--- config.mk ---
export PLATFORM = sky130hd
export DESIGN_NAME = window_11x11_ctrl_flat
export DESIGN_NICKNAME = d
export VERILOG_FILES = /design/src/rtl/win_pkg.sv /design/src/rtl/window_11x11_ctrl_if.sv /design/src/rtl/raster_counter.sv /design/src/rtl/window_11x11_ctrl.sv /design/src/flat_wrapper.sv
export SDC_FILE = /design/constraint.sdc
export NUM_CORES = 1
export LEC_CHECK = 0
export CAP_MARGIN = 10
export CORE_UTILIZATION = 45
export DETAILED_ROUTE_END_ITERATION = 12
export PLACE_DENSITY = 0.69
export SYNTH_ARGS = -nofsm -noshare
export SYNTH_HDL_FRONTEND = slang
export SYNTH_SLANG_ARGS = --single-unit
--- constraint.sdc ---
create_clock -name clk -period 2.5 [get_ports clk]
set_clock_uncertainty 0.2 [all_clocks]
set_input_delay 0.5 -clock clk [delete_from_list [all_inputs] [get_ports clk]]
set_output_delay 0.5 -clock clk [all_outputs]
set_load 0.1 [all_outputs]
--- src/rtl/win_pkg.sv ---
// Shared definitions for the window sequencers.
//   state_t  : sequencer states (IDLE, FILL, RUN, DRAIN)
//   WIN_SIZE : window edge length in pixels
//   WIN_HALF : offset from the window's bottom-right pixel to its centre
//   cnt_w()  : bit width needed to hold a raster index 0..n-1
package win_pkg;

    localparam int unsigned WIN_SIZE = 11;
    localparam int unsigned WIN_HALF = 5;

    typedef enum logic [1:0] {
        IDLE,
        FILL,
        RUN,
        DRAIN
    } state_t;

    function automatic int unsigned cnt_w(input int unsigned n);
        return (n > 1) ? $clog2(n) : 1;
    endfunction

endpackage

--- src/rtl/window_11x11_ctrl_if.sv ---
// Handshake/status bundle between the window sequencer and its neighbours.
//   start_i, pix_valid_i             : requests into the sequencer
//   buf_en_o                         : window buffer shift enable
//   win_valid_o, center_row_o/col_o  : complete-window flag and its centre
//   frame_done_o, busy_o, drop_o     : frame status
// slave = sequencer side, master = driver/monitor side.
interface window_11x11_ctrl_if #(
    parameter int unsigned COLS = 13,
    parameter int unsigned ROWS = 13
);

    localparam int unsigned RW = win_pkg::cnt_w(ROWS);
    localparam int unsigned CW = win_pkg::cnt_w(COLS);

    logic          start_i;
    logic          pix_valid_i;
    logic          buf_en_o;
    logic          win_valid_o;
    logic [RW-1:0] center_row_o;
    logic [CW-1:0] center_col_o;
    logic          frame_done_o;
    logic          busy_o;
    logic          drop_o;

    modport slave (
        input  start_i, pix_valid_i,
        output buf_en_o, win_valid_o, center_row_o, center_col_o,
               frame_done_o, busy_o, drop_o
    );

    modport master (
        output start_i, pix_valid_i,
        input  buf_en_o, win_valid_o, center_row_o, center_col_o,
               frame_done_o, busy_o, drop_o
    );

endinterface

--- src/rtl/raster_counter.sv ---
// Raster position counter: col advances on en, wrapping into the next row;
// the whole counter wraps to (0,0) after the last pixel.
//   clk, rst  : clock, synchronous active-low reset
//   en        : advance one position
//   clr       : return to (0,0); has priority over en
//   row, col  : current position
//   last_col  : col is COLS-1
//   last_pix  : position is (ROWS-1, COLS-1)
module raster_counter #(
    parameter int unsigned COLS = 13,
    parameter int unsigned ROWS = 13
) (
    input  logic                              clk,
    input  logic                              rst,
    input  logic                              en,
    input  logic                              clr,
    output logic [win_pkg::cnt_w(ROWS)-1:0]   row,
    output logic [win_pkg::cnt_w(COLS)-1:0]   col,
    output logic                              last_col,
    output logic                              last_pix
);

    localparam int unsigned RW = win_pkg::cnt_w(ROWS);
    localparam int unsigned CW = win_pkg::cnt_w(COLS);
    localparam logic [RW-1:0] ROW_LAST = RW'(ROWS - 1);
    localparam logic [CW-1:0] COL_LAST = CW'(COLS - 1);

    logic [RW-1:0] r_row;
    logic [CW-1:0] r_col;

    always_ff @(posedge clk) begin
        if (!rst || clr) begin
            r_row <= '0;
            r_col <= '0;
        end else if (en) begin
            if (r_col == COL_LAST) begin
                r_col <= '0;
                r_row <= (r_row == ROW_LAST) ? '0 : r_row + RW'(1);
            end else begin
                r_col <= r_col + CW'(1);
            end
        end
    end

    assign row      = r_row;
    assign col      = r_col;
    assign last_col = (r_col == COL_LAST);
    assign last_pix = (r_col == COL_LAST) && (r_row == ROW_LAST);

endmodule

--- src/rtl/window_11x11_ctrl.sv ---
// Sequencer for the 11x11 window buffer. Counts accepted columns in raster
// order, gates the buffer shift, and tags each accept with "window complete",
// the window centre and "last column of frame"; the tags travel through a
// WIN_LAT-deep delay line so they line up with the buffer outputs.
//   clk, rst : clock, synchronous active-low reset
//   bus      : handshake/status bundle (slave side), see window_11x11_ctrl_if
module window_11x11_ctrl
    import win_pkg::*;
#(
    parameter int unsigned COLS    = 13,
    parameter int unsigned ROWS    = 13,
    parameter int unsigned WIN_LAT = 1
) (
    input logic                 clk,
    input logic                 rst,
    window_11x11_ctrl_if.slave  bus
);

    localparam int unsigned RW = cnt_w(ROWS);
    localparam int unsigned CW = cnt_w(COLS);
    // FILL ends on the last column of the row just above the first full window
    localparam logic [RW-1:0] FILL_ROW  = RW'(WIN_SIZE - 2);
    localparam logic [RW-1:0] FIRST_ROW = RW'(WIN_SIZE - 1);
    localparam logic [CW-1:0] FIRST_COL = CW'(WIN_SIZE - 1);

    state_t r_state, w_next;

    logic          w_in_frame, w_accept, w_complete, w_last, w_clr;
    logic [RW-1:0] w_row;
    logic [CW-1:0] w_col;
    logic          w_last_col, w_last_pix;

    logic [WIN_LAT-1:0] r_cplt;
    logic [WIN_LAT-1:0] r_last;
    logic [RW-1:0]      r_crow [WIN_LAT];
    logic [CW-1:0]      r_ccol [WIN_LAT];

    // rst gating keeps every combinational output low while reset is held
    assign w_in_frame = rst && ((r_state == FILL) || (r_state == RUN));
    assign w_accept   = w_in_frame && bus.pix_valid_i;
    assign w_complete = w_accept && (w_row >= FIRST_ROW) && (w_col >= FIRST_COL);
    assign w_last     = w_accept && w_last_pix;
    assign w_clr      = (r_state == IDLE);

    raster_counter #(
        .COLS (COLS),
        .ROWS (ROWS)
    ) u_cnt (
        .clk      (clk),
        .rst      (rst),
        .en       (w_accept),
        .clr      (w_clr),
        .row      (w_row),
        .col      (w_col),
        .last_col (w_last_col),
        .last_pix (w_last_pix)
    );

    always_ff @(posedge clk) begin
        if (!rst) begin
            r_state <= IDLE;
        end else begin
            r_state <= w_next;
        end
    end

    always_comb begin
        w_next = r_state;
        case (r_state)
            IDLE:    if (bus.start_i) w_next = FILL;
            FILL:    if (w_accept && (w_row == FILL_ROW) && w_last_col) w_next = RUN;
            RUN:     if (w_last) w_next = DRAIN;
            DRAIN:   if (r_last[WIN_LAT-1]) w_next = IDLE;
            default: w_next = IDLE;
        endcase
    end

    // Stages not loaded by a complete window carry zero tags, so the
    // outputs pulse rather than hold across stalls.
    always_ff @(posedge clk) begin
        if (!rst) begin
            r_cplt <= '0;
            r_last <= '0;
            for (int unsigned i = 0; i < WIN_LAT; i++) begin
                r_crow[i] <= '0;
                r_ccol[i] <= '0;
            end
        end else begin
            r_cplt[0] <= w_complete;
            r_last[0] <= w_last;
            r_crow[0] <= w_complete ? (w_row - RW'(WIN_HALF)) : '0;
            r_ccol[0] <= w_complete ? (w_col - CW'(WIN_HALF)) : '0;
            for (int unsigned i = 1; i < WIN_LAT; i++) begin
                r_cplt[i] <= r_cplt[i-1];
                r_last[i] <= r_last[i-1];
                r_crow[i] <= r_crow[i-1];
                r_ccol[i] <= r_ccol[i-1];
            end
        end
    end

    assign bus.buf_en_o     = w_accept;
    assign bus.drop_o       = rst && bus.pix_valid_i &&
                              ((r_state == IDLE) || (r_state == DRAIN));
    assign bus.busy_o       = rst && (r_state != IDLE);
    assign bus.win_valid_o  = r_cplt[WIN_LAT-1];
    assign bus.frame_done_o = r_last[WIN_LAT-1];
    assign bus.center_row_o = r_crow[WIN_LAT-1];
    assign bus.center_col_o = r_ccol[WIN_LAT-1];

endmodule

--- src/flat_wrapper.sv ---
// flat-port wrapper written by rule: the top's interface ports become plain ports
module window_11x11_ctrl_flat import win_pkg::*;
#(
    parameter int unsigned COLS    = 13,
    parameter int unsigned ROWS    = 13,
    parameter int unsigned WIN_LAT = 1
)
  (clk, rst, bus_start_i, bus_pix_valid_i, bus_buf_en_o, bus_win_valid_o, bus_center_row_o, bus_center_col_o, bus_frame_done_o, bus_busy_o, bus_drop_o);
  window_11x11_ctrl_if #(.COLS(COLS), .ROWS(ROWS)) bus_i ();
  input logic clk;
  input logic rst;
  input wire logic [$bits(bus_i.start_i)-1:0] bus_start_i;
  input wire logic [$bits(bus_i.pix_valid_i)-1:0] bus_pix_valid_i;
  output wire logic [$bits(bus_i.buf_en_o)-1:0] bus_buf_en_o;
  output wire logic [$bits(bus_i.win_valid_o)-1:0] bus_win_valid_o;
  output wire logic [$bits(bus_i.center_row_o)-1:0] bus_center_row_o;
  output wire logic [$bits(bus_i.center_col_o)-1:0] bus_center_col_o;
  output wire logic [$bits(bus_i.frame_done_o)-1:0] bus_frame_done_o;
  output wire logic [$bits(bus_i.busy_o)-1:0] bus_busy_o;
  output wire logic [$bits(bus_i.drop_o)-1:0] bus_drop_o;
  assign bus_i.start_i = bus_start_i;
  assign bus_i.pix_valid_i = bus_pix_valid_i;
  assign bus_buf_en_o = bus_i.buf_en_o;
  assign bus_win_valid_o = bus_i.win_valid_o;
  assign bus_center_row_o = bus_i.center_row_o;
  assign bus_center_col_o = bus_i.center_col_o;
  assign bus_frame_done_o = bus_i.frame_done_o;
  assign bus_busy_o = bus_i.busy_o;
  assign bus_drop_o = bus_i.drop_o;
  window_11x11_ctrl #(.COLS(COLS), .ROWS(ROWS), .WIN_LAT(WIN_LAT)) u_core (.clk(clk), .rst(rst), .bus(bus_i));
endmodule
==> Word level (Yosys, flattened, before mapping) <==
Memories as Yosys holds them, arrays and structs flattened.
Cells that the tools add are included.
{ "totals": {"elab_cells": 59, "input_bits": 4, "regBits": 12, "out_inout_bits": 13, "mem_count": 2, "ramBits": 8} }
{ "op_classes": {"reduce_logical": 21, "n_mux": 15, "add_sub_neg": 4, "n_eq_ne": 10, "n_lt_le_gt_ge": 2} }
{ "memory_table": {"columns": ["memory", "depth", "width", "rd", "rd_ports_with_merged_regs", "write_ports", "line", "source"], "rows": [
  ["u_core.r_ccol", 1, 4, 1, 0, 1, "window_11x11_ctrl.sv:36", "logic [CW-1:0] r_ccol [WIN_LAT];"],
  ["u_core.r_crow", 1, 4, 1, 0, 1, "window_11x11_ctrl.sv:35", "logic [RW-1:0] r_crow [WIN_LAT];"]
]} }
{ "op_table": {"columns": ["operator", "count"], "rows": [
  ["$mux W4", 6],
  ["$eq A4 B4 Y1 const B", 3],
  ["$logic_and A1 B1 Y1", 11],
  ["$add A4 B1 Y4 const B", 2],
  ["$ge A4 B4 Y1 const B", 2],
  ["$mux W2", 4],
  ["$pmux W2 S4", 1],
  ["$reduce_or A4 Y1", 2],
  ["$sub A4 B3 Y4 const B", 2],
  ["$eq A2 B2 Y1 const B", 2],
  ["$mux W1", 4],
  ["$ne A2 B1 Y1 const B", 2],
  ["$ne A2 B2 Y1 const B", 2],
  ["$reduce_and A4 Y1", 1],
  ["$logic_or A1 B1 Y1", 3],
  ["$eq A2 B1 Y1 const B", 1],
  ["$logic_not A2 Y1", 1],
  ["$reduce_and A2 Y1", 1],
  ["$reduce_bool A2 Y1", 1],
  ["$logic_not A1 Y1", 1]
]} }

==> Depth between registers and ports, before layout <==
{ "depth": {"ltp_word": 8, "ltp_mapped": 8, "ltp_nobuf": 6} }

==> By module <==
From an unflattened synthesis, not the netlist that was laid out.
{ "hier_totals": {"cells_unflattened": 119, "hier_area_um2": 1041.0} }
{ "modules_own_cells": {"columns": ["module", "cells_each", "area_each_um2", "seq_area_each_um2", "instances"], "rows": [
  ["window_11x11_ctrl", 65, 593.1, 240.2, 1],
  ["raster_counter", 54, 447.9, 160.2, 1]
]} }

==> Worst setup path before layout <==
Ideal clock, no wire load.
{ "synth_timing": {"path_type": "register to output", "startpoint": "reg u_core.r_state[0]", "endpoint": "out bus_drop_o", "arrival_ns": 2.019, "path_stages_with_launch": 4, "slack_ns": -0.219, "path_buffers": 0, "required_time_ns": 1.800, "cell_sequence": "dfxtp_1 inv_1 ha_1 nor2_1"} }
{ "synth_via": {"elab_chain_len": 3, "word_cells_on_any_way": 4, "classes_between": "eq/ne: 1; reduce/logical: 3"} }
{ "synth_lines": {"columns": ["element", "line", "source"], "rows": [
  ["start: declaration", "window_11x11_ctrl.sv:26", "state_t r_state, w_next;"],
  ["start signal: assignment", "window_11x11_ctrl.sv:63", "r_state <= w_next;"],
  ["$eq A2 B2 Y1 / $logic_not A2 Y1 (equally long branches)", "window_11x11_ctrl.sv:104", "((r_state == IDLE) || (r_state == DRAIN));"],
  ["$logic_or A1 B1 Y1 *", "window_11x11_ctrl.sv:104", null],
  ["$logic_and A1 B1 Y1 *", "window_11x11_ctrl.sv:103", "assign bus.drop_o = rst && bus.pix_valid_i &&"],
  ["end: declaration", "flat_wrapper.sv:20", "output wire logic [$bits(bus_i.drop_o)-1:0] bus_drop_o;"]
]} }
Every way passes the cells marked *; elsewhere a longest branch is shown, timed or not.

==> Worst setup path in the final report <==
{ "layout_timing": {"startpoint": "reg u_core.r_state[1]", "endpoint": "out bus_buf_en_o"} }
{ "layout_via": {"elab_chain_len": 4, "word_cells_on_any_way": 5, "classes_between": "eq/ne: 2; reduce/logical: 3"} }
{ "layout_lines": {"columns": ["element", "line", "source"], "rows": [
  ["$eq A2 B1 Y1 / $eq A2 B2 Y1 (equally long branches)", "window_11x11_ctrl.sv:39", "assign w_in_frame = rst && ((r_state == FILL) || (r_state == RUN));"],
  ["$logic_or A1 B1 Y1 *", "window_11x11_ctrl.sv:39", null],
  ["$logic_and A1 B1 Y1 *", "window_11x11_ctrl.sv:39", null],
  ["$logic_and A1 B1 Y1 *", "window_11x11_ctrl.sv:40", "assign w_accept = w_in_frame && bus.pix_valid_i;"],
  ["end: declaration", "flat_wrapper.sv:14", "output wire logic [$bits(bus_i.buf_en_o)-1:0] bus_buf_en_o;"]
]} }
Marked as above.

==> results.md <==
Drt:
- For this block, the routed nets add up to around 1.7 mm of wire.
- The first detailed-routing pass took 4 iterations.
- The count of unresolved DRC violations after routing is 0.
- The number of nets still failing antenna checks after routing is 0.
- The post-detailed-route wirelength per cell is 10.9 um.
- The number of vias per cell is 4.77.
- The via count is between 700 and 800.
- After the first detailed-routing iteration, the DRC count stood at 7.

Synth:
- For this run, the leading register cell type out of synthesis is sky130_fd_sc_hd__dfxtp_1.
- The post-synthesis net count is 129.
- The netlist uses 27 different library cells.
- The fraction of synthesis flops using an asynchronous set or reset pin is 0%.
- In this run, synthesis produced a sequential element count of 20.
- A synthesized cell averages 8.98 sq um.
- Sequential cells were found to cover 39.8% of the synthesized design area.
- Ranked by instance count, the synthesized netlist is headed by sky130_fd_sc_hd__dfxtp_1 (20), sky130_fd_sc_hd__nor2_1 (15), sky130_fd_sc_hd__inv_1 (14), sky130_fd_sc_hd__ha_1 (13), sky130_fd_sc_hd__nand2_1 (7).
- In the post-synthesis netlist, the biggest area contributors are sky130_fd_sc_hd__dfxtp_1 (40%), sky130_fd_sc_hd__ha_1 (16%), sky130_fd_sc_hd__nor2_1 (5.6%).
- The number of warnings reported in the yosys synthesis log is 0.
- The area of the mapped netlist is 1010 sq um.
- Yosys mapped a number of flops with a built-in enable equal to 0.
- The largest area contributor in the synthesized netlist is sky130_fd_sc_hd__dfxtp_1.
- After technology mapping, the gate count stands at 112.
- The leading cell type by number of instances after synthesis is sky130_fd_sc_hd__dfxtp_1.
- The top cell type by area accounts for 39.8% of the synthesized area.

Worst setup path:
- The register-to-register setup slack is ~0.46 ns.
- The capture point of the worst reg-to-reg path is u_core.r_ccol[0][2].
- The startpoint of the worst register-to-register path is u_core.r_state[1].
- Counting cells, the worst reg-to-reg path comes to 6.
- For this design, the slowest cell found on the critical path is sky130_fd_sc_hd__dfxtp_1.
- The largest single stage delay on the critical path is a little under 0.4 ns.
- The type of element capturing the critical path is an output pin.
- The signal on the critical path passes through inv_1 -> ha_4 -> and3_1 -> buf_4 -> buf_12.
- At the worst endpoint, the arrival time is between 1.5 and 2 ns.
- The worst setup path is of the flop to output pin kind.
- The critical path startpoint category is a flop.
- The largest fanout of any net on the critical path is 6.
- For the worst setup path, the data required time is ~1.8 ns.

Status:
- The flow ran to the end, and the final reports show no timing, DRC or antenna violations.

Finish:
- The final net count is 150.
- Relative to the synthesized area, the layout overhead comes to 26.1%.
- Of the cells placed in the final design, the portion with a size suffix greater than 1 is 22.0%.
- The filler cells instantiated in the layout total 182.
- The repair_antennas step left the layout with diodes totalling 0.
- The finished layout holds approximately 160 standard cells, fillers aside.

Hold path:
- In this run the most critical hold path is launched from u_core.r_state[1].
- The path class of the tightest hold or removal check is flop to flop.
- The depth of the worst hold-timing path is 2.
- The capture endpoint of the worst hold path is u_core.r_state[1].

STA:
- The normalized max-slew margin is about 74%.
- At the pin with the least slew margin, the transition time is 0.387 ns.
- The final number of hold-violating endpoints is 0.
- The worst path in the final design needs a cycle of around 2.3 ns, including I/O delays and setup.
- The final setup TNS is 0 ns.
- The final hold slack is a little over 0.3 ns.
- Setup repair after global routing left no endpoint under its margin.
- Timing would allow up to 426 MHz.
- Setup violations remaining at the end of the flow were counted as 0.
- The final critical-path share of the clock period is 93.8%.
- The max-slew violation total from the final report came to 0.

Die:
- Pin placement for this block handled 17 I/O pins.
- Measured along the y axis, the die boundary spans ~49 um.
- The floorplan step defined a core boundary enclosing 2020 sq um.
- The starting density of the core is 49.8%.
- The die width is 49.3 um.
- The area of the die is between 2000 and 2500 sq um.
- After floorplanning, the core was divided into 16 placement rows.

Clock network:
- The number of buffers on the longest clock path is 2.
- The CTS tree is built.
- The root buffer cell is sky130_fd_sc_hd__clkbuf_4.
- At the later pin of the worst-skew pair, clock insertion delay measures approximately 0.3 ns.
- The clock-pin slew on the worst setup and hold paths is 0.11 ns.
- The clock sink total is 20.
- In this run the number of H-tree levels came out at 1.
- Buffers inserted during clock tree synthesis total 3.

Global routing:
- The total grt overflow is 0.
- Across every metal layer, demand over resource in global routing totals 15.9%.
- The number of antenna violations at the first check in global routing is 0.
- Entering global routing, the biggest net connects 13 pins.
- The wire length of the first global-routing pass is just under 3 mm.
- The via count of the first global-routing pass is 711.

Power:
- In this run the power density over the cells is 804 nW/um^2.
- The share of total power dissipated in the clock network is 25.5%.
- Of the total power, the share spent switching nets is between 30% and 40%.
- Combinational logic is responsible for 40.1% of the overall power.
- The total internal power is 661 uW.
- The leakage power is 0.524 nW.
- The portion of total power attributed to sequential cells is 34.5%.
- The analysis attributes to net switching a power of approximately 360 uW.
- The worst ir drop on vdd is 0.000540 V.

Flow run:
- The max-capacitance violation count is 0.

Place:
- Counting tap cells, the placed design contains a total of 155 instances.
- At the end of routability-driven placement, the weighted congestion stood at approximately 0.81.
- The number of port buffers is 16.
- Detailed placement ended at an HPWL of ~1.3 mm.
## sequential cells by signal, summed over array words and instances, names as in the netlist
signal,count
u_core.bus.frame_done_o,1
u_core.u_cnt.row,4
u_core.r_ccol,4
u_core.r_state,2
u_core.u_cnt.col,4
u_core.bus.win_valid_o,1
u_core.r_crow,4
## power by group through the flow
stage	Clock, mW	Sequential, mW	Combinational [mW]
floorplan	0	0.356	0.273
global placement	0	0.359	0.371
detailed placement	0	0.359	0.378
CTS	0.271	0.352	0.379
global route	0.284	0.355	0.441
finish	0.260	0.351	0.409
## critical path, delay by kind of cell, from the launching register on
kind | cells | cell delay, ns
fa+ha+maj | 1 | 0.30
buf+inv | 3 | 0.47
flops | 1 | 0.39
simple gates | 1 | 0.19
## per-layer routing
layer	vias up	share of wire (%)	track usage [%]
met5	-	0	0
met4	0	0.75	3.92
met3	2	4.9	5.92
met2	17	48	27.2
met1	339	46	18.5
li1	401	-	-
## placed cells by master, fill, tap and decap left out, types with 2 or more instances in the layout
master                            netlist  layout
sky130_fd_sc_hd__a21oi_1                2       2
sky130_fd_sc_hd__buf_12                 0       3
sky130_fd_sc_hd__buf_4                  0      13
sky130_fd_sc_hd__clkbuf_4               0       3
sky130_fd_sc_hd__clkdlybuf4s50_1        0       3
sky130_fd_sc_hd__dfxtp_1               20      20
sky130_fd_sc_hd__ha_1                  13      12
sky130_fd_sc_hd__inv_1                 14      14
sky130_fd_sc_hd__nand2_1                7       7
sky130_fd_sc_hd__nand4_1                3       3
sky130_fd_sc_hd__nor2_1                15      14
sky130_fd_sc_hd__nor2_2                 3       4
sky130_fd_sc_hd__nor3_1                 5       5
sky130_fd_sc_hd__o21ai_0                5       5
sky130_fd_sc_hd__xnor2_1                6       6
sky130_fd_sc_hd__xor2_1                 3       3
## worst max path at each step
stage / startpoint / slack [ns] / cells after the start / endpoint
after floorplan: u_core.r_state[0] / 0.23 / 3 / bus_drop_o
after global placement: rst / 0.21 / 4 / bus_busy_o
after detailed placement: rst / 0.19 / 4 / bus_busy_o
after CTS: u_core.r_state[1] / 0.08 / 5 / bus_buf_en_o
after global routing: u_core.r_state[1] / 0.06 / 5 / bus_buf_en_o
final: u_core.r_state[1] / 0.15 / 5 / bus_buf_en_o
## through the flow
step | setup slack [ns] | power [mW] | util (%) | area (sq um)
floorplan | 0.233 | 0.628 | - | 1010
global placement | 0.211 | 0.730 | 59.5 | 1200
detailed placement | 0.191 | 0.737 | 59.5 | 1200
CTS | 0.0842 | 1.00 | 62.1 | 1260
global route | 0.0553 | 1.08 | 62.7 | 1270
finish | 0.154 | 1.02 | 62.7 | 1270
## timing repair
item / 4_1_cts / 5_1_grt
setup buffers: 0 / 0
endpoints found under the setup margin: 0 / 1
hold buffers: 0 / 0
endpoints found under the hold margin: 0 / 0
resized for setup: 0 / 1
## cell type report
type	count	area, sq um	share of cell area [%]
Tap cell	27	33.8	2.66
Sequential cell	20	400	31.6
Clock inverter	1	30.0	2.37
Multi-Input combinational cell	75	542	42.7
Timing Repair Buffer	19	188	14.8
Inverter	14	52.6	4.14
Clock buffer	3	22.5	1.78
## cell families (layout without fill, tap and decap cells)
group / count (synthesis) / count (layout) / synth area share, %
xor+xnor: 9 / 9 / 7.84
compound gates: 13 / 13 / 8.83
mux: 1 / 1 / 0.995
flops: 20 / 20 / 39.8
buf+inv: 17 / 37 / 7.84
simple gates: 39 / 39 / 18.5
fa+ha+maj: 13 / 13 / 16.2
Power figures use the tool's default switching activity.
